`src/rtl/timer_pkg.sv`:
```
// Shared constants for the BCD stopwatch: per-digit limits, the digit
// index encoding used by the display scan, and the active-low anode
// patterns that go with each index.
package timer_pkg;

  localparam logic [3:0] SEC_ONES_MAX = 4'd9;
  localparam logic [3:0] SEC_TENS_MAX = 4'd5;
  localparam logic [3:0] MIN_ONES_MAX = 4'd9;
  localparam logic [3:0] MIN_TENS_MAX = 4'd5;

  typedef enum logic [1:0] {
    IDX_S1  = 2'd0,
    IDX_S10 = 2'd1,
    IDX_M1  = 2'd2,
    IDX_M10 = 2'd3
  } digit_idx_e;

  localparam logic [3:0] SEL_S1  = 4'b1110;
  localparam logic [3:0] SEL_S10 = 4'b1101;
  localparam logic [3:0] SEL_M1  = 4'b1011;
  localparam logic [3:0] SEL_M10 = 4'b0111;

  // Anode pattern for a digit position; exactly one bit is low.
  function automatic logic [3:0] sel_pattern(input digit_idx_e idx);
    logic [3:0] sel;
    case (idx)
      IDX_S1:  sel = SEL_S1;
      IDX_S10: sel = SEL_S10;
      IDX_M1:  sel = SEL_M1;
      default: sel = SEL_M10;
    endcase
    return sel;
  endfunction

endpackage

```
`src/rtl/bcd_timer_if.sv`:
```
// Button inputs and display/status outputs of the stopwatch. The timer
// uses the slave view; whatever drives the buttons uses the master view.
interface bcd_timer_if;

  logic        start_stop;
  logic        clear;
  logic [15:0] digits;
  logic        running;
  logic        wrap;
  logic [3:0]  scan_digit;
  logic [3:0]  scan_sel;
  logic        dp;

  modport master (
    output start_stop, clear,
    input  digits, running, wrap, scan_digit, scan_sel, dp
  );

  modport slave (
    input  start_stop, clear,
    output digits, running, wrap, scan_digit, scan_sel, dp
  );

endinterface

```
`src/rtl/timer_digit.sv`:
```
// One BCD digit of the time cascade. Counts 0..MAX on inc, clears on clr
// (clr has priority), and raises carry when an increment rolls it over.
module timer_digit #(
  parameter logic [3:0] MAX = 4'd9
) (
  input  logic       clk,
  input  logic       rst,
  input  logic       inc,
  input  logic       clr,
  output logic [3:0] q,
  output logic       carry
);

  logic [3:0] val_q;
  logic [3:0] val_d;

  // Next digit value: clear first, then increment with rollover at MAX.
  always_comb begin
    val_d = val_q;
    if (clr) begin
      val_d = 4'd0;
    end else if (inc) begin
      val_d = (val_q == MAX) ? 4'd0 : val_q + 4'd1;
    end
  end

  // Digit register.
  always_ff @(posedge clk or posedge rst) begin
    if (rst) begin
      val_q <= 4'd0;
    end else begin
      val_q <= val_d;
    end
  end

  assign q     = val_q;
  assign carry = inc & (val_q == MAX);

endmodule

```
`src/rtl/bcd_timer.sv`:
```
// MM:SS stopwatch. A prescaler turns clk into one-second ticks while
// running, four chained BCD digits count the time, and a free-running
// scan counter multiplexes the digits onto one 4-bit bus for a shared
// 7-segment decoder driving a common-anode display.
module bcd_timer
  import timer_pkg::*;
#(
  parameter int TICK_DIV = 50_000_000,
  parameter int SCAN_DIV = 50_000
) (
  input  logic         clk,
  input  logic         rst,
  bcd_timer_if.slave   bus
);

  localparam int PW = (TICK_DIV > 1) ? $clog2(TICK_DIV) : 1;
  localparam int SW = (SCAN_DIV > 1) ? $clog2(SCAN_DIV) : 1;
  localparam logic [PW-1:0] PCNT_LAST = PW'(TICK_DIV - 1);
  localparam logic [SW-1:0] SCNT_LAST = SW'(SCAN_DIV - 1);

  logic          ss_prev_q,  ss_prev_d;
  logic          clr_prev_q, clr_prev_d;
  logic          running_q,  running_d;
  logic          wrap_q,     wrap_d;
  logic [PW-1:0] pcnt_q,     pcnt_d;
  logic [SW-1:0] scnt_q,     scnt_d;
  digit_idx_e    idx_q,      idx_d;

  logic ss_edge;
  logic clr_edge;
  logic tick;

  logic [3:0] s1, s10, m1, m10;
  logic       c_s1, c_s10, c_m1, c_m10;

  // Button edges, run toggle, prescaler and rollover pulse.
  always_comb begin
    ss_edge    = bus.start_stop & ~ss_prev_q;
    clr_edge   = bus.clear & ~clr_prev_q;
    tick       = running_q && (pcnt_q == PCNT_LAST);
    ss_prev_d  = bus.start_stop;
    clr_prev_d = bus.clear;
    running_d  = ss_edge ? ~running_q : running_q;
    pcnt_d     = pcnt_q;
    if (clr_edge) begin
      pcnt_d = '0;
    end else if (running_q) begin
      pcnt_d = tick ? '0 : pcnt_q + PW'(1);
    end
    wrap_d = c_m10 & ~clr_edge;
  end

  // Scan counter and digit index; free-running so the display never stalls.
  always_comb begin
    scnt_d = scnt_q + SW'(1);
    idx_d  = idx_q;
    if (scnt_q == SCNT_LAST) begin
      scnt_d = '0;
      idx_d  = digit_idx_e'(idx_q + 2'd1);
    end
  end

  // Control and scan state registers.
  always_ff @(posedge clk or posedge rst) begin
    if (rst) begin
      ss_prev_q  <= 1'b0;
      clr_prev_q <= 1'b0;
      running_q  <= 1'b0;
      wrap_q     <= 1'b0;
      pcnt_q     <= '0;
      scnt_q     <= '0;
      idx_q      <= IDX_S1;
    end else begin
      ss_prev_q  <= ss_prev_d;
      clr_prev_q <= clr_prev_d;
      running_q  <= running_d;
      wrap_q     <= wrap_d;
      pcnt_q     <= pcnt_d;
      scnt_q     <= scnt_d;
      idx_q      <= idx_d;
    end
  end

  timer_digit #(.MAX(SEC_ONES_MAX)) u_s1 (
    .clk(clk), .rst(rst), .inc(tick),  .clr(clr_edge), .q(s1),  .carry(c_s1)
  );
  timer_digit #(.MAX(SEC_TENS_MAX)) u_s10 (
    .clk(clk), .rst(rst), .inc(c_s1),  .clr(clr_edge), .q(s10), .carry(c_s10)
  );
  timer_digit #(.MAX(MIN_ONES_MAX)) u_m1 (
    .clk(clk), .rst(rst), .inc(c_s10), .clr(clr_edge), .q(m1),  .carry(c_m1)
  );
  timer_digit #(.MAX(MIN_TENS_MAX)) u_m10 (
    .clk(clk), .rst(rst), .inc(c_m1),  .clr(clr_edge), .q(m10), .carry(c_m10)
  );

  // Scan bus: pick the selected digit; the colon sits after the minutes.
  always_comb begin
    case (idx_q)
      IDX_S1:  bus.scan_digit = s1;
      IDX_S10: bus.scan_digit = s10;
      IDX_M1:  bus.scan_digit = m1;
      default: bus.scan_digit = m10;
    endcase
    bus.scan_sel = sel_pattern(idx_q);
    bus.dp       = (idx_q != IDX_M1);
  end

  assign bus.digits  = {m10, m1, s10, s1};
  assign bus.running = running_q;
  assign bus.wrap    = wrap_q;

endmodule

```
`src/flat_wrapper.sv`:
```
// flat-port wrapper written by rule: the top's interface ports become plain ports
module bcd_timer_flat import timer_pkg::*;
#(
  parameter int TICK_DIV = 50_000_000,
  parameter int SCAN_DIV = 50_000
)
  (clk, rst, bus_start_stop, bus_clear, bus_digits, bus_running, bus_wrap, bus_scan_digit, bus_scan_sel, bus_dp);
  bcd_timer_if bus_i ();
  input  logic clk;
  input  logic rst;
  input wire logic [$bits(bus_i.start_stop)-1:0] bus_start_stop;
  input wire logic [$bits(bus_i.clear)-1:0] bus_clear;
  output wire logic [$bits(bus_i.digits)-1:0] bus_digits;
  output wire logic [$bits(bus_i.running)-1:0] bus_running;
  output wire logic [$bits(bus_i.wrap)-1:0] bus_wrap;
  output wire logic [$bits(bus_i.scan_digit)-1:0] bus_scan_digit;
  output wire logic [$bits(bus_i.scan_sel)-1:0] bus_scan_sel;
  output wire logic [$bits(bus_i.dp)-1:0] bus_dp;
  assign bus_i.start_stop = bus_start_stop;
  assign bus_i.clear = bus_clear;
  assign bus_digits = bus_i.digits;
  assign bus_running = bus_i.running;
  assign bus_wrap = bus_i.wrap;
  assign bus_scan_digit = bus_i.scan_digit;
  assign bus_scan_sel = bus_i.scan_sel;
  assign bus_dp = bus_i.dp;
  bcd_timer #(.TICK_DIV(TICK_DIV), .SCAN_DIV(SCAN_DIV)) u_core (.clk(clk), .rst(rst), .bus(bus_i));
endmodule
```
`config.mk`:
```
export PLATFORM = sky130hd
export DESIGN_NAME = bcd_timer_flat
export DESIGN_NICKNAME = d
export VERILOG_FILES = /design/src/rtl/timer_pkg.sv /design/src/rtl/bcd_timer_if.sv /design/src/rtl/timer_digit.sv /design/src/rtl/bcd_timer.sv /design/src/flat_wrapper.sv
export SDC_FILE = /design/constraint.sdc
export NUM_CORES = 1
export LEC_CHECK = 0
export BUFFER_PORTS_ARGS = -buffer_cell sky130_fd_sc_hd__clkbuf_2
export CORE_UTILIZATION = 30
export DETAILED_ROUTE_END_ITERATION = 8
export MAX_ROUTING_LAYER = met4
export PLACE_DENSITY = 0.43
export SETUP_SLACK_MARGIN = 0.4
export SLEW_MARGIN = 20
export SYNTH_ARGS = -nofsm -noshare
export SYNTH_HDL_FRONTEND = slang
export SYNTH_HIERARCHICAL = 1
export SYNTH_SLANG_ARGS = --single-unit
export TNS_END_PERCENT = 50
```
`constraint.sdc`:
```
create_clock -name clk -period 5 [get_ports clk]
set_input_delay 0.25 -clock clk [delete_from_list [all_inputs] [get_ports clk]]
set_output_delay 0.25 -clock clk [all_outputs]
set_load 0.005 [all_outputs]
```
==> results.txt, run 1 <==
Status: completed
Final period utilization: 76.4%
Final nets: 427
Clock Skew: 0.00769 ns
Die Wd: 111 µm
Worst path most repeated cell: nor2_1
Cell family with most CP delay: simple AND/OR/NAND/NOR gates
Clock tree buffer depth: 2
Setup TNS: 0 ns
GRT Overall Usage: 15.7%
Worst setup EP type: register
Post-DP HPWL: 5730 µm
Worst Tran Pin Value: 0.900 ns
Detailed Route Iter0 Violations: 141
Area Growth Syn to Fin: 16.4%
WP data arrival: 4.06 ns
Placed Cells: 539
Area share of the largest cell type after synthesis: 45.3%
Worst vdd ir: 0.208 mV
Share of cells above drive strength 1: 15.5%
Syn Area/Cell: 9.48 µm²
Slew HR: 40.0%
Post-route minimum period: 3.82 ns
Total power draw: 1.20 mW
FP Rows: 39
# DRC: 0
Post-synth top flop: dfrtp_1
Total inserted antenna cells: 0
Synth area leader: dfrtp_1
Worst Setup Start Kind: register
CTS tree: yes
WHS: 0.0435 ns
Slowest stage delay, CP: 0.76 ns
IO Pins: 31
Util after Layout: 35.9%
Setup Crit Path Kind: register to register
Reg-to-Reg Start: u_core/bus.running
Via density: 5.16
CTS Buf Count: 9
First-pass GRT wire length: 14800 µm
Final Routed Wirelength: 8490 µm
Sinks on Clock Net: 64
Buf+Inv Stages, Crit Path: 2
Resized cells post-CTS: 0
Placed cell areas: 3850 µm²
Leakage: 1.73 nW
Number of H-tree levels: 3
Yosys cell types: 50
Routability Congestion: 0.750
Max-cap violations: 0
Place WS: 1.20 ns
Initial core utilization: 30.8%
Post-Syn Area: 3540 µm²
Fmax: 262 MHz
Final setup viols: 0
Finished Layout Cells: 555
Critical path peak fanout: 22
Wirelength per Cell: 15.3 µm
Clk_lat worst skew: 0.34 ns
Largest net degree at the start of global routing: 49
Root buf cell: clkbuf_16
Via count: 2862
Post-CTS setup buffers: 0
Slew Viols, Final: 0
Final critical-path setup slack: 1.18 ns
Hold Crit Start: bus_clear
Number of synthesized flops with an enable pin: 0
Crit path required time: 5.24 ns
Vias in the first global route: 2935
Slowest cell on crit path: dfrtp_1
Design Area, Final: 4120 µm²
Critical-path cell list: and3_1 > nand4_1 > nor2_1 > inv_1 > nor2_1 > nand2_1 > nor2_1 > inv_1 > nor2_1 > nand4_1 > or3_1 > a21oi_1
Post-Synthesis Cells: 373
Die area: 12200 µm²
Initial antenna violation count: 0
# port buffers: 30
Worst hold path class: input pin to register
RSZ-0062 raised after global routing: false
Net Count, Synth: 392
Vert. Die Dim: 111 µm
Final ANT Viol Nets: 0
Register area share after synthesis: 45.3%
Synthesized flop and latch total: 64
Post-synthesis async set-or-reset flop share: 100%
Pwr Density: 292 nW/µm²
DR pass1 iterations: 6
Clock-pin slew on the worst setup and hold paths: 0.06 ns
Core Box Area: 11500 µm²
YS warnings: 6
Worst Setup SP: u_core/bus.running
Total gr overflow: 0
Fin. Hold Viols: 0
Top post-synthesis cells by area: dfrtp_1 (45%), ha_1 (5.3%), a21oi_1 (4.5%), nand4_1 (3.4%), nor2_1 (3.3%)
==> registers in the layout, indices dropped and copies added (netlist names) <==
register            count
u_core/u_m10/q          4
u_core/pcnt_q          26
u_core/u_s10/q          4
u_core/bus.running      1
u_core/bus.wrap         1
u_core/idx_q            2
u_core/scnt_q          16
u_core/clr_prev_q       1
u_core/ss_prev_q        1
u_core/u_m1/q           4
u_core/u_s1/q           4
==> path summary, 6_finish.rpt <==
path,end,slack [ns],cells past startpoint
worst max-delay path,u_core/u_m10/q[3],1.18,12
worst min-delay path,u_core/clr_prev_q,0.04,1
worst max register to register,u_core/u_m10/q[3],1.18,12
worst min register to register,u_core/scnt_q[0],0.49,1
max in group asynchronous,u_core/pcnt_q[23],3.88,4
min in group asynchronous,u_core/u_m1/q[3],0.41,3
==> cell usage after synthesis, drive strengths merged, types with 5 or more instances <==
cell type and instances:
nor3 7, o31ai 7, ha 15, nand2 27
clkbuf 6, nor4 5, nand3 12, xor2 13
inv 22, nand2b 10, o21ai 13, or4 7
and3 6, a21oi 34, dfrtp 64, or3 6
and4 6, nand4 20, nor2 31, xnor2 13
nand3b 14
==> timing repair <==
item | 4_1_cts | 5_1_grt
endpoints found under the setup margin | 0 | 0
hold buffers | 1 | 0
hold endpoints to repair | 16 | 0
==> cell usage in the layout (no fill, tap or decap), types with 3 or more instances in the layout <==
master,Yosys,routed
ha_1,15,15
clkinvlp_4,0,3
nor3_1,7,7
clkinv_2,0,3
xor2_1,13,13
a222oi_1,4,4
nor2b_1,3,3
and4_1,5,5
nand3b_1,14,14
nand3_1,12,12
or4_1,5,5
dfrtp_1,64,64
and3_1,6,6
nand4_1,19,19
clkbuf_2,0,30
or3_1,5,5
nand2b_1,10,10
nor2_1,31,31
o31ai_1,7,7
and2_1,3,3
xnor2_1,13,13
nor4_1,5,4
clkbuf_16,0,9
nand2_1,25,25
inv_1,22,21
a21oi_1,32,32
o21ai_0,11,10
==> report_power, final <==
| part | switching, mW | total [mW] | internal (mW) | leakage [nW] |
|---|---|---|---|---|
| clock | 0.230 | 0.559 | 0.329 | 0.123 |
| sequential | 0.0425 | 0.577 | 0.534 | 0.870 |
| combinational | 0.0373 | 0.0666 | 0.0293 | 0.739 |
| total | 0.310 | 1.20 | 0.892 | 1.73 |
==> cell type report <==
type	count	area, µm²
Fill cell	1181	7350
Clock inverter	6	37.5
Sequential cell	64	1600
Timing Repair Buffer	33	175
Clock buffer	9	225
Tap cell	143	179
Multi-Input combinational cell	276	1810
Inverter	24	90.1
==> layer usage <==
metal / track usage [%] / part of all wire [%]
met5: - / 0
met4: 4.89 / 1.1
met2: 24.2 / 46
met3: 5.10 / 4.0
met1: 19.6 / 49
==> kinds of logic (layout without fill, tap and decap cells) <==
group           Yosys count  in the layout  share of synthesized area, %
buf+inv                  33             72                          3.82
xor+xnor                 26             26                          6.44
simple gates            163            163                          26.3
mux                       1              1                         0.318
flops                    64             64                          45.3
fa+ha+maj                15             15                          5.31
compound gates           71             71                          12.5
(Power assumes the default switching activity.)
==> inputs of run 2 (changes only) <==
==> constraint.sdc (replaced) <==
create_clock -name clk -period 3.7 [get_ports clk]
set_input_delay 0.185 -clock clk [delete_from_list [all_inputs] [get_ports clk]]
set_output_delay 0.185 -clock clk [all_outputs]
set_load 0.005 [all_outputs]
==> run 2 against run 1 <==
Compared with the run above: utilization up 0.86 points; flip-flop and latch count unchanged; sequential power up 30%; first-iteration DRC count increased by 60%; non-clock buffer count rose by 9; cell count rose by 1.6%; sequential share of layout area down 0.91 points; critical path type unchanged; highest routed layer unchanged.
==> results.txt, run 2 (synthesis gave the netlist of run 1 again) <==
RSZ-0062 raised after global routing: false
Total inserted antenna cells: 0 (unchanged)
Vias in the first global route: 2851 (-2.9%)
Initial core utilization: 30.8% (unchanged)
Slew Viols, Final: 0 (unchanged)
Largest regs: u_core/pcnt_q (26), u_core/scnt_q (16)
Fmax: 339 MHz (+29%)
Area Growth Syn to Fin: 19.2%
Leakage: 1.79 nW (+3.3%)
Worst Setup Start Kind: register
Total gr overflow: 0 (unchanged)
Sinks on Clock Net: 64 (unchanged)
Root buf cell: clkbuf_16
Status: completed
# DRC: 0 (unchanged)
Most common cell after layout, fill and taps aside: dfrtp_1
Max-cap violations: 0 (unchanged)
IO Pins: 31 (unchanged)
DR pass1 iterations: 5 (-1)
Post-route minimum period: 2.95 ns (-0.867 ns)
Share of cells above drive strength 1: 17.1% (+1.6 points)
Critical path peak fanout: 7 (-68%)
Fin. Hold Viols: 0 (unchanged)
FP Rows: 39 (unchanged)
Final nets: 436 (+2.1%)
Finished Layout Cells: 564 (+1.6%)
Die Wd: 111 µm (unchanged)
Clock-pin slew on the worst setup and hold paths: 0.05 ns (about the same)
Final setup viols: 0 (unchanged)
Max reg flops: 26 (unchanged)
Final period utilization: 79.8% (+3.4 points)
Worst vdd ir: 0.328 mV (+58%)
Placed Cells: 543 (+0.74%)
Setup Crit Path Kind: register to register
CTS tree: yes
Clock Skew: 0.00661 ns (-0.00108 ns)
WP data arrival: 3.21 ns (-0.85 ns)
Core Box Area: 11500 µm² (unchanged)
GRT Overall Usage: 16.0% (+0.22 points)
Worst setup EP type: register
Worst Tran Pin Value: 0.909 ns (+0.00905 ns)
Post-DP HPWL: 5910 µm (+3.2%)
Most frequent cells in the layout: dfrtp_1 (64), a21oi_1 (32), clkbuf_2 (30)
Worst hold path class: input pin to async pin
Setup TNS: 0 ns (unchanged)
Total power draw: 1.72 mW (+43%)
Fillers: 1163 (-1.5%)
Slew HR: 39.3% (-0.67 points)
# port buffers: 30 (unchanged)
Detailed Route Iter0 Violations: 226 (+60%)
Via density: 5.24 (+1.5%)
Die area: 12200 µm² (unchanged)
Most flop-heavy register: u_core/pcnt_q
Final ANT Viol Nets: 0 (unchanged)
Initial antenna violation count: 0 (unchanged)
Wirelength per Cell: 15.6 µm (+2.0%)
Pwr Density: 407 nW/µm² (+39%)
Routability Congestion: 0.817 (+8.9%)
Clk_lat worst skew: 0.33 ns (about the same)
Vert. Die Dim: 111 µm (unchanged)
Final Routed Wirelength: 8800 µm (+3.7%)
Via count: 2953 (+3.2%)
CTS Buf Count: 9 (unchanged)
Largest net degree at the start of global routing: 49 (unchanged)
Number of H-tree levels: 3 (unchanged)
Crit path required time: 3.96 ns (-1.28 ns)
Clock tree buffer depth: 2 (unchanged)
First-pass GRT wire length: 15000 µm (+1.1%)
==> run 2: cell count changes in the layout (fill, tap and decap cells not counted) <==
cell / before / now
clkinv_4: 0 / 1
dlygate4sd3_1: 1 / 3
buf_4: 2 / 9
nor2_2: 0 / 2
clkinv_2: 3 / 4
bufinv_16: 0 / 1
o21ai_1: 2 / 3
clkinvlp_4: 3 / 1
nor2_1: 31 / 29
inv_2: 1 / 0
o21ai_2: 1 / 0
==> run 2: layout make-up <==
| type | count | area, µm² | share of cell area (%) |
|---|---|---|---|
| Multi-Input combinational cell | 276 | 1810 | 43.0 |
| Sequential cell | 64 | 1600 | 38.0 |
| Timing Repair Buffer | 42 | 248 | 5.87 |
| Clock buffer | 9 | 225 | 5.34 |
| Tap cell | 143 | 179 | 4.24 |
| Inverter | 24 | 91.3 | 2.17 |
| Clock inverter | 6 | 61.3 | 1.45 |
==> run 2: per-stage QoR <==
stage / instance area, µm² / hold slack, ns / setup slack (ns) / utilization (%)
after floorplan: 3540 / -0.0489 / 0.708 / -
after global placement: 3870 / 0.144 / 0.641 / 33.8
after detailed placement: 3870 / 0.146 / 0.555 / 33.8
after CTS: 4190 / 0.343 / 0.527 / 36.5
after global routing: 4220 / 0.380 / 0.387 / 36.8
final: 4220 / 0.354 / 0.746 / 36.8
==> run 2: path summary, 6_finish.rpt <==
kind,cells past startpoint,startpoint,slack [ns],end
max,14,u_core/pcnt_q[0],0.75,u_core/u_m10/q[3]
min in group clk,1,u_core/scnt_q[0],0.49,u_core/scnt_q[0]
min,3,rst,0.35,u_core/u_m1/q[3]
max in group asynchronous,3,rst,2.53,u_core/pcnt_q[5]
min reg2reg,1,u_core/scnt_q[0],0.49,u_core/scnt_q[0]
max reg2reg,14,u_core/pcnt_q[0],0.75,u_core/u_m10/q[3]
==> run 2: power breakdown <==
group / total [mW] / switching [mW] / internal (mW)
Combinational: 0.135 / 0.0865 / 0.0482
Sequential: 0.751 / 0.0289 / 0.722
Clock: 0.831 / 0.316 / 0.514
==> run 2: repair_timing <==
item / in CTS / in global routing
setup buffers: 0 / 3
hold buffers: 3 / 0
hold endpoints to repair: 18 / 0
endpoints found under the setup margin: 0 / 3
resized for setup: 0 / 2
==> run 2: per-layer routing <==
layer | vias up | global-route usage, % | wire length [µm]
met5 | - | - | 0
met4 | 0 | 5.60 | 69
met3 | 7 | 4.77 | 361
met2 | 69 | 24.5 | 4060
met1 | 1443 | 20.0 | 4310
li1 | 1434 | - | -
==> run 2: worst max-delay path, cell delays in order (launching register included) <==
cell,delay (ns)
dfrtp_1,0.45
ha_1,0.21
and4_1,0.22
nand4_1,0.19
nor2_1,0.20
inv_1,0.09
nor2_1,0.11
buf_4,0.15
nand2_1,0.08
nor2_2,0.23
inv_1,0.12
nor2_2,0.24
nand4_1,0.14
or3_1,0.32
a21oi_1,0.12
==> inputs of run 3 (changes only) <==
==> constraint.sdc (replaced) <==
create_clock -name clk -period 3 [get_ports clk]
set_input_delay 0.15 -clock clk [delete_from_list [all_inputs] [get_ports clk]]
set_output_delay 0.15 -clock clk [all_outputs]
set_load 0.005 [all_outputs]
==> run 3 against run 2 <==
Compared with the run above: final area up 4.3%; maximum frequency up 22%; clock power up 38%; global-route usage down 0.45 points; critical path type unchanged; critical endpoint unchanged.
==> results.txt, run 3 (synthesis gave the netlist of run 1 again) <==
Status: completed
IO Pins: 31 (unchanged)
Clock tree buffer depth: 2 (unchanged)
Share of cells above drive strength 1: 22.3% (+5.2 points)
Setup TNS: 0 ns (unchanged)
# port buffers: 30 (unchanged)
Crit path required time: 3.26 ns (-0.70 ns)
Clk_lat worst skew: 0.34 ns (about the same)
Worst setup EP type: register
Pwr Density: 518 nW/µm² (+27%)
Slew HR: 48.2% (+8.8 points)
Worst Tran Pin Value: 0.777 ns (-0.133 ns)
Max reg flops: 26 (unchanged)
Slowest cell on crit path: dfrtp_1
Root buf cell: clkbuf_16
Total inserted antenna cells: 0 (unchanged)
Fin. Hold Viols: 0 (unchanged)
Clock-pin slew on the worst setup and hold paths: 0.06 ns (about the same)
Via density: 5.19 (-0.81%)
Max-cap violations: 0 (unchanged)
Critical-path cell list: ha_4 > and4_4 > nand4_1 > nor2_4 > inv_2 > nor2_4 > nand2_2 > nor2_4 > inv_2 > nor2_4 > nand4_1 > or3_1 > a21oi_1
Core Box Area: 11500 µm² (unchanged)
Design Area, Final: 4400 µm² (+4.3%)
Sinks on Clock Net: 64 (unchanged)
Setup Crit Path Kind: register to register
Worst Setup Start Kind: register
Critical path peak fanout: 5 (-2)
Most flop-heavy register: u_core/pcnt_q
Worst hold path class: input pin to async pin
Util after Layout: 38.4% (+1.6 points)
GRT Overall Usage: 15.5% (-0.45 points)
Placed cell areas: 3930 µm² (+1.6%)
Post-DP HPWL: 5910 µm (about the same)
CTS Buf Count: 9 (unchanged)
Slew Viols, Final: 0 (unchanged)
Total gr overflow: 0 (unchanged)
Via count: 2981 (+0.95%)
Area Growth Syn to Fin: 24.4%
Slowest stage delay, CP: 0.41 ns (-0.04 ns)
Initial antenna violation count: 0 (unchanged)
Initial core utilization: 30.8% (unchanged)
Largest regs: u_core/pcnt_q (26), u_core/scnt_q (16)
Die area: 12200 µm² (unchanged)
Final Routed Wirelength: 8810 µm (+0.17%)
Wirelength per Cell: 15.4 µm (-1.6%)
Detailed Route Iter0 Violations: 177 (-22%)
Worst path most repeated cell: nor2_4
Vias in the first global route: 2794 (-2.0%)
Most common cell after layout, fill and taps aside: dfrtp_1
# DRC: 0 (unchanged)
Fmax: 414 MHz (+22%)
Final ANT Viol Nets: 0 (unchanged)
WP data arrival: 2.68 ns (-0.53 ns)
Final setup viols: 0 (unchanged)
Number of H-tree levels: 3 (unchanged)
RSZ-0062 raised after global routing: false
Largest net degree at the start of global routing: 33 (-33%)
FP Rows: 39 (unchanged)
Clock Skew: 0.00650 ns (-0.000107 ns)
Routability Congestion: 0.806 (-1.3%)
Vert. Die Dim: 111 µm (unchanged)
Worst vdd ir: 0.341 mV (+3.8%)
First-pass GRT wire length: 14300 µm (-4.5%)
DR pass1 iterations: 4 (-1)
Leakage: 1.86 nW (+3.7%)
Post-route minimum period: 2.42 ns (-0.539 ns)
Die Wd: 111 µm (unchanged)
Final nets: 445 (+2.1%)
Final period utilization: 80.5% (+0.67 points)
Most frequent cells in the layout: dfrtp_1 (59), a21oi_1 (32), clkbuf_2 (30)
CTS tree: yes
-- run 3: cell types whose count changed in the layout (fill, tap and decap cells not counted), sizes merged --
cell      before  now
buf            9   18
bufinv         1    2
clkbuf        39   40
clkinv         7    4
clkinvlp       1    2
inv           21   22
-- run 3: final timing paths --
path / cells past startpoint / startpoint / end / slack, ns
setup / recovery: 13 / u_core/pcnt_q[1] / u_core/u_m10/q[3] / 0.58
hold / removal: 3 / rst / u_core/u_m1/q[1] / 0.34
setup reg to reg: 13 / u_core/pcnt_q[1] / u_core/u_m10/q[3] / 0.58
hold reg to reg: 1 / u_core/scnt_q[0] / u_core/scnt_q[0] / 0.48
max in group asynchronous: 4 / rst / u_core/pcnt_q[12] / 1.75
min in group clk: 2 / bus_clear / u_core/clr_prev_q / 0.48
-- run 3: area by class of cell --
| class | count | area [µm²] |
|---|---|---|
| inverter | 24 | 90.1 |
| multi-input combinational | 276 | 1880 |
| sequential | 64 | 1610 |
| fill | 1136 | 7070 |
| timing repair buffer | 51 | 315 |
| clock inverter | 6 | 92.6 |
| tap | 143 | 179 |
| clock buffer | 10 | 239 |
-- run 3: repair_timing --
item | in CTS | in global routing
buffers inserted | 2 | 6
endpoints found under the hold margin | 18 | 0
pin swaps | 3 | 4
hold buffers | 3 | 0
gates resized for setup | 1 | 13
endpoints found under the setup margin | 1 | 1
-- run 3: layer usage --
layer / part of all wire (%) / GRT usage (%) / wire length [µm] / up-vias
li1: - / - / - / 1453
met1: 46 / 19.3 / 4080 / 1430
met2: 47 / 22.7 / 4120 / 84
met3: 5.4 / 5.43 / 476 / 14
met4: 1.5 / 6.76 / 133 / 0
met5: 0 / - / 0 / -
-- run 3: critical path, delay by kind of cell, from the launching register on --
| family | cells | cell delay [ns] |
|---|---|---|
| AND/OR/NAND/NOR | 9 | 1.50 |
| flip-flops | 1 | 0.41 |
| adder cells (fa/ha/maj) | 1 | 0.17 |
| buffers and inverters | 2 | 0.13 |
| AO/OA/AOI/OAI | 1 | 0.12 |
-- run 3: power by group --
| part | internal (mW) | switching [mW] | total, mW |
|---|---|---|---|
| sequential | 0.892 | 0.0314 | 0.923 |
| combinational | 0.0845 | 0.127 | 0.212 |
| clock | 0.752 | 0.394 | 1.15 |
-- run 3: through the flow --
stage | cells | power [mW] | setup slack (ns) | hold slack, ns
floorplan | 373 | 1.04 | 0.416 | -0.0839
global placement | 547 | 1.10 | 0.374 | 0.125
detailed placement | 547 | 1.11 | 0.274 | 0.126
CTS | 568 | 2.30 | 0.415 | 0.315
global route | 574 | 2.39 | 0.413 | 0.341
finish | 574 | 2.28 | 0.585 | 0.343
